==> config.mk <==
export PLATFORM = sky130hd
export DESIGN_NAME = apb_master
export DESIGN_NICKNAME = d
export VERILOG_FILES = /design/src/rtl/apb_master.sv
export SDC_FILE = /design/constraint.sdc
export NUM_CORES = 1
export LEC_CHECK = 0
export ABC_AREA = 1
export ABC_CLOCK_PERIOD_IN_PS = 1800
export CAP_MARGIN = 30
export CORE_MARGIN = 4
export CORE_UTILIZATION = 40
export CTS_CLUSTER_DIAMETER = 120
export DETAILED_ROUTE_END_ITERATION = 16
export GPL_TIMING_DRIVEN = 0
export PLACE_DENSITY = 0.79
export SYNTH_ARGS = -nofsm -noshare
export SYNTH_HDL_FRONTEND = slang
export SYNTH_SLANG_ARGS = --single-unit
==> constraint.sdc <==
create_clock -name PCLK -period 1.8 [get_ports PCLK]
set_clock_uncertainty 0.05 [all_clocks]
set_input_delay 0.18 -clock PCLK [delete_from_list [all_inputs] [get_ports PCLK]]
set_output_delay 0.18 -clock PCLK [all_outputs]
set_load 0.03 [all_outputs]
==> src/rtl/apb_master.sv <==
// apb_master
//   Single-outstanding APB requester. A command accepted on the valid/ready
//   port is registered and played out as one APB SETUP + ACCESS transfer.
//   Each transfer ends with a one-cycle response strobe that carries either
//   the read data or a timeout indication.
//
// Ports
//   PCLK, PRESET_n            clock (rising edge), async active-low reset
//   cmd_valid_i/cmd_ready_o   command handshake; ready is high only in IDLE
//   cmd_write_i               1 = write, 0 = read
//   cmd_addr_i, cmd_wdata_i   target address and write data
//   rsp_valid_o               one-cycle completion strobe
//   rsp_rdata_o               read data (forced to 0 for writes and timeouts)
//   rsp_timeout_o             transfer was aborted by the wait timeout
//   PSEL_o, PENABLE_o         APB phase control
//   PWRITE_o, PADDR_o         APB direction and address
//   PWDATA_o                  APB write data
//   PRDATA_i, PREADY_i        APB completer read data and ready
module apb_master #(
  parameter int ADDR_W         = 9,
  parameter int DATA_W         = 8,
  parameter int TIMEOUT_CYCLES = 16
) (
  input  logic              PCLK,
  input  logic              PRESET_n,
  input  logic              cmd_valid_i,
  output logic              cmd_ready_o,
  input  logic              cmd_write_i,
  input  logic [ADDR_W-1:0] cmd_addr_i,
  input  logic [DATA_W-1:0] cmd_wdata_i,
  output logic              rsp_valid_o,
  output logic [DATA_W-1:0] rsp_rdata_o,
  output logic              rsp_timeout_o,
  output logic              PSEL_o,
  output logic              PENABLE_o,
  output logic              PWRITE_o,
  output logic [ADDR_W-1:0] PADDR_o,
  output logic [DATA_W-1:0] PWDATA_o,
  input  logic [DATA_W-1:0] PRDATA_i,
  input  logic              PREADY_i
);

  localparam int CNT_W = $clog2(TIMEOUT_CYCLES + 1);
  // Counter value during the last ACCESS cycle the completer is allowed.
  localparam logic [CNT_W-1:0] LAST_WAIT = CNT_W'(TIMEOUT_CYCLES - 1);

  typedef enum logic [1:0] {
    IDLE,
    SETUP,
    ACCESS
  } state_t;

  state_t           state;
  state_t           next_state;
  logic [CNT_W-1:0] wait_cnt;
  logic             accept;
  logic             complete;
  logic             abort;

  // State register; reset forces IDLE so the bus is released at once.
  always_ff @(posedge PCLK or negedge PRESET_n) begin
    if (!PRESET_n) begin
      state <= IDLE;
    end else begin
      state <= next_state;
    end
  end

  // Next-state decode plus the phase outputs, which follow the state
  // directly so a reset drops PSEL/PENABLE without waiting for an edge.
  always_comb begin
    next_state  = state;
    accept      = 1'b0;
    complete    = 1'b0;
    abort       = 1'b0;
    cmd_ready_o = 1'b0;
    PSEL_o      = 1'b0;
    PENABLE_o   = 1'b0;
    case (state)
      IDLE: begin
        cmd_ready_o = 1'b1;
        if (cmd_valid_i) begin
          accept     = 1'b1;
          next_state = SETUP;
        end
      end
      SETUP: begin
        PSEL_o     = 1'b1;
        next_state = ACCESS;
      end
      ACCESS: begin
        PSEL_o    = 1'b1;
        PENABLE_o = 1'b1;
        if (PREADY_i) begin
          complete   = 1'b1;
          next_state = IDLE;
        end else if (wait_cnt == LAST_WAIT) begin
          abort      = 1'b1;
          next_state = IDLE;
        end
      end
      default: begin
        next_state = IDLE;
      end
    endcase
  end

  // Command capture, wait counting and response registers. The captured
  // command stays on the bus after the transfer until the next accept.
  always_ff @(posedge PCLK or negedge PRESET_n) begin
    if (!PRESET_n) begin
      PWRITE_o      <= 1'b0;
      PADDR_o       <= '0;
      PWDATA_o      <= '0;
      wait_cnt      <= '0;
      rsp_valid_o   <= 1'b0;
      rsp_rdata_o   <= '0;
      rsp_timeout_o <= 1'b0;
    end else begin
      rsp_valid_o <= complete | abort;
      if (accept) begin
        PWRITE_o <= cmd_write_i;
        PADDR_o  <= cmd_addr_i;
        PWDATA_o <= cmd_wdata_i;
        wait_cnt <= '0;
      end else if (state == ACCESS && !PREADY_i) begin
        wait_cnt <= wait_cnt + CNT_W'(1);
      end
      if (complete) begin
        rsp_rdata_o   <= PWRITE_o ? '0 : PRDATA_i;
        rsp_timeout_o <= 1'b0;
      end else if (abort) begin
        rsp_rdata_o   <= '0;
        rsp_timeout_o <= 1'b1;
      end
    end
  end

endmodule

* Word-level counts from Yosys, hierarchy flattened
Index checks and enable logic that the tools add are counted.
** Storage, ports and cells
- Register bits after elaboration :: 35
- Bits of input ports :: 30
- Output and inout port bits :: 31
- Word-level logic and storage cells :: 43
** Cells by class
- Add/sub/neg operators :: 1
- Eq/ne operators :: 5
- Multiplexer cells :: 21
- Bitwise gates (word level) :: 1
- Reduce and logical (&&, ||, !) cells :: 7
** Operators by type and width (count)
- 2-to-1 mux 8 bit :: 3
- 2-to-1 mux 1 bit :: 12
- 2-to-1 mux 5 bit :: 2
- 2-to-1 mux 2 bit :: 3
- case mux 2 bit (3 select lines) :: 1
- adder 5 x 1 -> 5 bit, second input constant :: 1
- equality test 5 x 4 -> 1 bit, second input constant :: 1
- nonzero test 2 bit :: 2
- inequality test 3 bit, second input constant :: 1
- equality test 2 x 1 -> 1 bit, second input constant :: 1
- equality test 2 bit, second input constant :: 1
- zero test 2 bit :: 1
- inequality test 2 bit, second input constant :: 1
- AND reduction 2 bit :: 1
- OR reduction 2 bit :: 1
- logical AND 1 bit :: 1
- zero test 1 bit :: 1
- OR 1 bit :: 1

* Depth between registers and ports, before layout
- Depth in word-level cells :: 6
- Depth in mapped cells :: 7
- Gate-level depth less buffers :: 7

* Worst setup path before layout
No wires, ideal clock.
- Kind :: reg2reg
- From :: reg state[0]
- To :: reg PADDR_o[0]
- Data arrival time :: 1.488 ns
- Required time :: 1.625 ns
- Path slack :: 0.137 ns
- Cell stages (with the launch flop) :: 6
- Buffers on the path :: 1
- Cell sequence :: dfrtp_1 inv_1 ha_1 nand2_2 buf_6 mux2_4
** Between the ends
- Word-level cells in the longest chain between the ends :: 2
** Ends and longest elaborated chain
- start: declaration :: line 53 : state_t state;
- start signal: assignment :: line 65 : state <= next_state;
- zero test 2 bit :: line 79 : case (state)
- 2-to-1 mux 1 bit :: line 79
- end signal: assignment :: line 123 : PADDR_o <= cmd_addr_i;
- end: declaration :: line 37 : output logic [ADDR_W-1:0] PADDR_o,
Every way passes these cells.
A chain may end at the register's enable or synchronous reset.

* Worst setup path after layout
- From :: reg state[0]
- To :: out PENABLE_o
** Between the ends
- Word-level cells in the longest chain between the ends :: 2
** Ends and longest elaborated chain
- equality test 2 bit :: line 79
- 2-to-1 mux 1 bit :: line 79
- end: declaration :: line 35 : output logic PENABLE_o,
Every way passes these cells.

==> flow_summary.ini <==
[outcome]
run_status = finished clean

[timing]
relSlewSlack_pct = 50.11
max_slew.worst_pin.slew_ps = 748.4
hold_slack_ps = 399.0
max_freq_mhz = 583.8
setup-violations-final = 0
min_period_over_period_pct = 95.16
period_needed_ps = 1713
count_of_pins_over_their_slew_limit = 0
timing_hold_violations_final = 0

[clocking]
worst_skew_pair.late_latency_ps = 280
cts-root-buf = sky130_fd_sc_hd__clkbuf_8
cts_buffer_depth = 2
tritoncts.num_buffers = 5
cts.htree.levels = 2
tritoncts_clock_tree = built
clk_pin_slew_ps = 70
clock-sinks = 35

[layout]
diodes = 0
final_cell_mix = sky130_fd_sc_hd__clkdlybuf4s50_1, sky130_fd_sc_hd__dfrtp_1, sky130_fd_sc_hd__inv_1
area_growth_pct = 48.85
mostFrequentLayoutCell = sky130_fd_sc_hd__clkdlybuf4s50_1
post_route_cells_drive_above_1_share_pct = 20.60
nNetsFinal = 234
stdcell_count = 247
cell_area_after_layout_um2 = 2341
filler_cell_count = 308

[grt]
global_route_wire_length_before_repair_mm = 5.968
groute.layer.met2.usage_pct = 25.95
grt_pass1_vias = 1275
grt.overflow.total = 0
grt_start_max_net_pins = 36
grt.met3_usage_pct = 5.114
groute.usage.overall_pct = 15.38
grt_use_met1_pct = 17.71
gr-max-usage-layer = met2
antenna_found_initial = 0

[synth]
compound_gate_fraction_of_synth_area_pct = 6.444
postSynthNetCount = 166
synthCells = 130
synthDominantCellAreaShare_pct = 55.69
post_synth_xor_area_fraction_pct = 0.5569
yosys_warnings = 0
synth.ff_latch_count = 35
synthesis.area_per_instance_um2 = 12.10
synth_fa_ha_area_share_pct = 4.773
combinational_family_with_the_most_area_after_synthesis = multiplexers
synth_cell_area_um2 = 1573
yosys-mux-area-fraction_pct = 16.23
synth_area_leaders = sky130_fd_sc_hd__dfrtp_1, sky130_fd_sc_hd__mux2_4, sky130_fd_sc_hd__ha_1
yosys.cell_types.count = 18
synth_simple_gate_area_share_pct = 10.18
sequential_share_of_the_synthesized_area_pct = 55.69
synth.largest_area_cell = sky130_fd_sc_hd__dfrtp_1

[routing]
wl_mm = 3.499
wire_per_inst_um = 14.17
drt-initial-drc-count = 60
drc = 0
vias = 1155
residual_antenna_violating_net_count_after_detailed_routing = 0
vias_per_instance = 4.676
drt-pass1-iter-count = 4

[flow_run]
max-cap-violations = 0

[worst_setup_path]
path_max_fanout = 4
critical_path.max_stage_delay_ps = 430
worst_ep_required_time_ps = 1570
timing.critical_path.from = state[0]$_DFFE_PN0P_
cp_data_arrival_time_ps = 1480
worst_path_max_delay_cell = sky130_fd_sc_hd__dlygate4sd2_1
start_of_the_worst_register_to_register_path = wait_cnt[0]$_DFFE_PN0P_
path_cells = inv_1, ha_1, dlygate4sd2_1
worst_setup_path_end_kind = primary output
worst-setup-path-type = reg -> out
startpoint_types = flip-flop

[place]
io_buffer_count = 60
gp_congestion = 0.7847
dp_area_um2 = 2228
detailed_place_hpwl_mm = 2.676
dp_cells = 238

[pwr]
power.density_nw_per_um2 = 1771
p_leak_nw = 1.149
vdd.ir_drop.worst_uv = 810.6

[die]
floorplan.initialDensity_pct = 42.01
die_area_um2 = 4999
placement_rows = 22
floorplan_core_area_um2 = 3744
die_h_um = 70.71
die_width_um = 70.71
num_io_pins = 61

[min_path]
min-delay-start = PRDATA_i[3]
worst_hold_path_type = in -> reg
[registers in the layout, indices dropped and copies added (netlist names)]
name           cells
PADDR_o            9
wait_cnt           5
state              2
rsp_valid_o        1
PWDATA_o           8
PWRITE_o           1
rsp_rdata_o        8
rsp_timeout_o      1
[Yosys cell counts, drive strengths merged]
library cell	n
dfrtp	35
inv	17
nand3	15
o21ai	12
a21oi	1
buf	4
and3	1
ha	6
mux2	18
nor2	2
or2	2
xor2	1
o22ai	1
nand2	15
[power breakdown]
group	internal [W]	leakage, nW	switching [W]
logic	0.00104	0.661	0.00118
registers	0.00111	0.438	0.000196
clock network	0.000348	0.0505	0.000267
total	0.00250	1.15	0.00164
[logic make-up (layout without fill, tap and decap cells)]
kind of cell / count (synthesis) / in the layout
xor gates and xnor gates: 1 / 1
adders and majority gates: 6 / 6
buffers and inverters: 21 / 90
DFF: 35 / 35
and+or+nand+nor: 35 / 35
muxes: 18 / 18
AOI/OAI and AO/OA: 14 / 14
[metal layers]
layer,routed length [um],up-vias
met3,248,6
met4,68,0
li1,-,560
met1,1430,539
met2,1751,50
met5,0,-
[final cells by class]
type	count	area (um2)	area share (%)
Timing Repair Buffer	61	601.8	25.71
Multi-Input combinational cell	74	603.1	25.76
Clock buffer	7	96.34	4.115
Tap cell	48	60.06	2.565
Clock inverter	1	7.507	0.3207
Inverter	17	63.81	2.726
Sequential cell	35	875.8	37.41
Buffer	4	32.53	1.390
[worst max-delay path, delay by kind of cell, from the launching register on]
| family | cells | cell delay [ps] |
|---|---|---|
| adder cells (fa/ha/maj) | 1 | 250 |
| flip-flops | 1 | 400 |
| buffers and inverters | 2 | 550 |
[final timing paths]
path	cells after the start	endpoint	slack [ps]
min in group asynchronous	2	rsp_rdata_o[3]$_DFFE_PN0P_	450
hold reg to reg	2	rsp_timeout_o$_DFFE_PN0P_	460
hold / removal	3	rsp_rdata_o[3]$_DFFE_PN0P_	400
max in group asynchronous	2	PWDATA_o[1]$_DFFE_PN0P_	780
setup reg to reg	7	rsp_timeout_o$_DFFE_PN0P_	150
setup / recovery	3	PENABLE_o	90
[stage by stage]
stage | setup TNS [ps] | power, W | utilization [%] | setup WS (ps)
finish | 0 | 0.004147 | 62.53 | 87.04
floorplan | 0 | 0.002704 | - | 137.1
global route | -7.998 | 0.004385 | 62.53 | -7.998
CTS | 0 | 0.004203 | 62.47 | 47.95
detailed placement | 0 | 0.003591 | 59.53 | 70.31
global placement | -5126 | 0.003521 | 59.66 | -148.2
[repair_timing]
action / in CTS / in global routing
setup endpoints to repair: 3 / 2
hold buffers: 1 / 0
gates resized for setup: 3 / 1
buffers inserted: 0 / 0
endpoints found under the hold margin: 35 / 0
No activity file was read; power rests on OpenSTA's default activity.
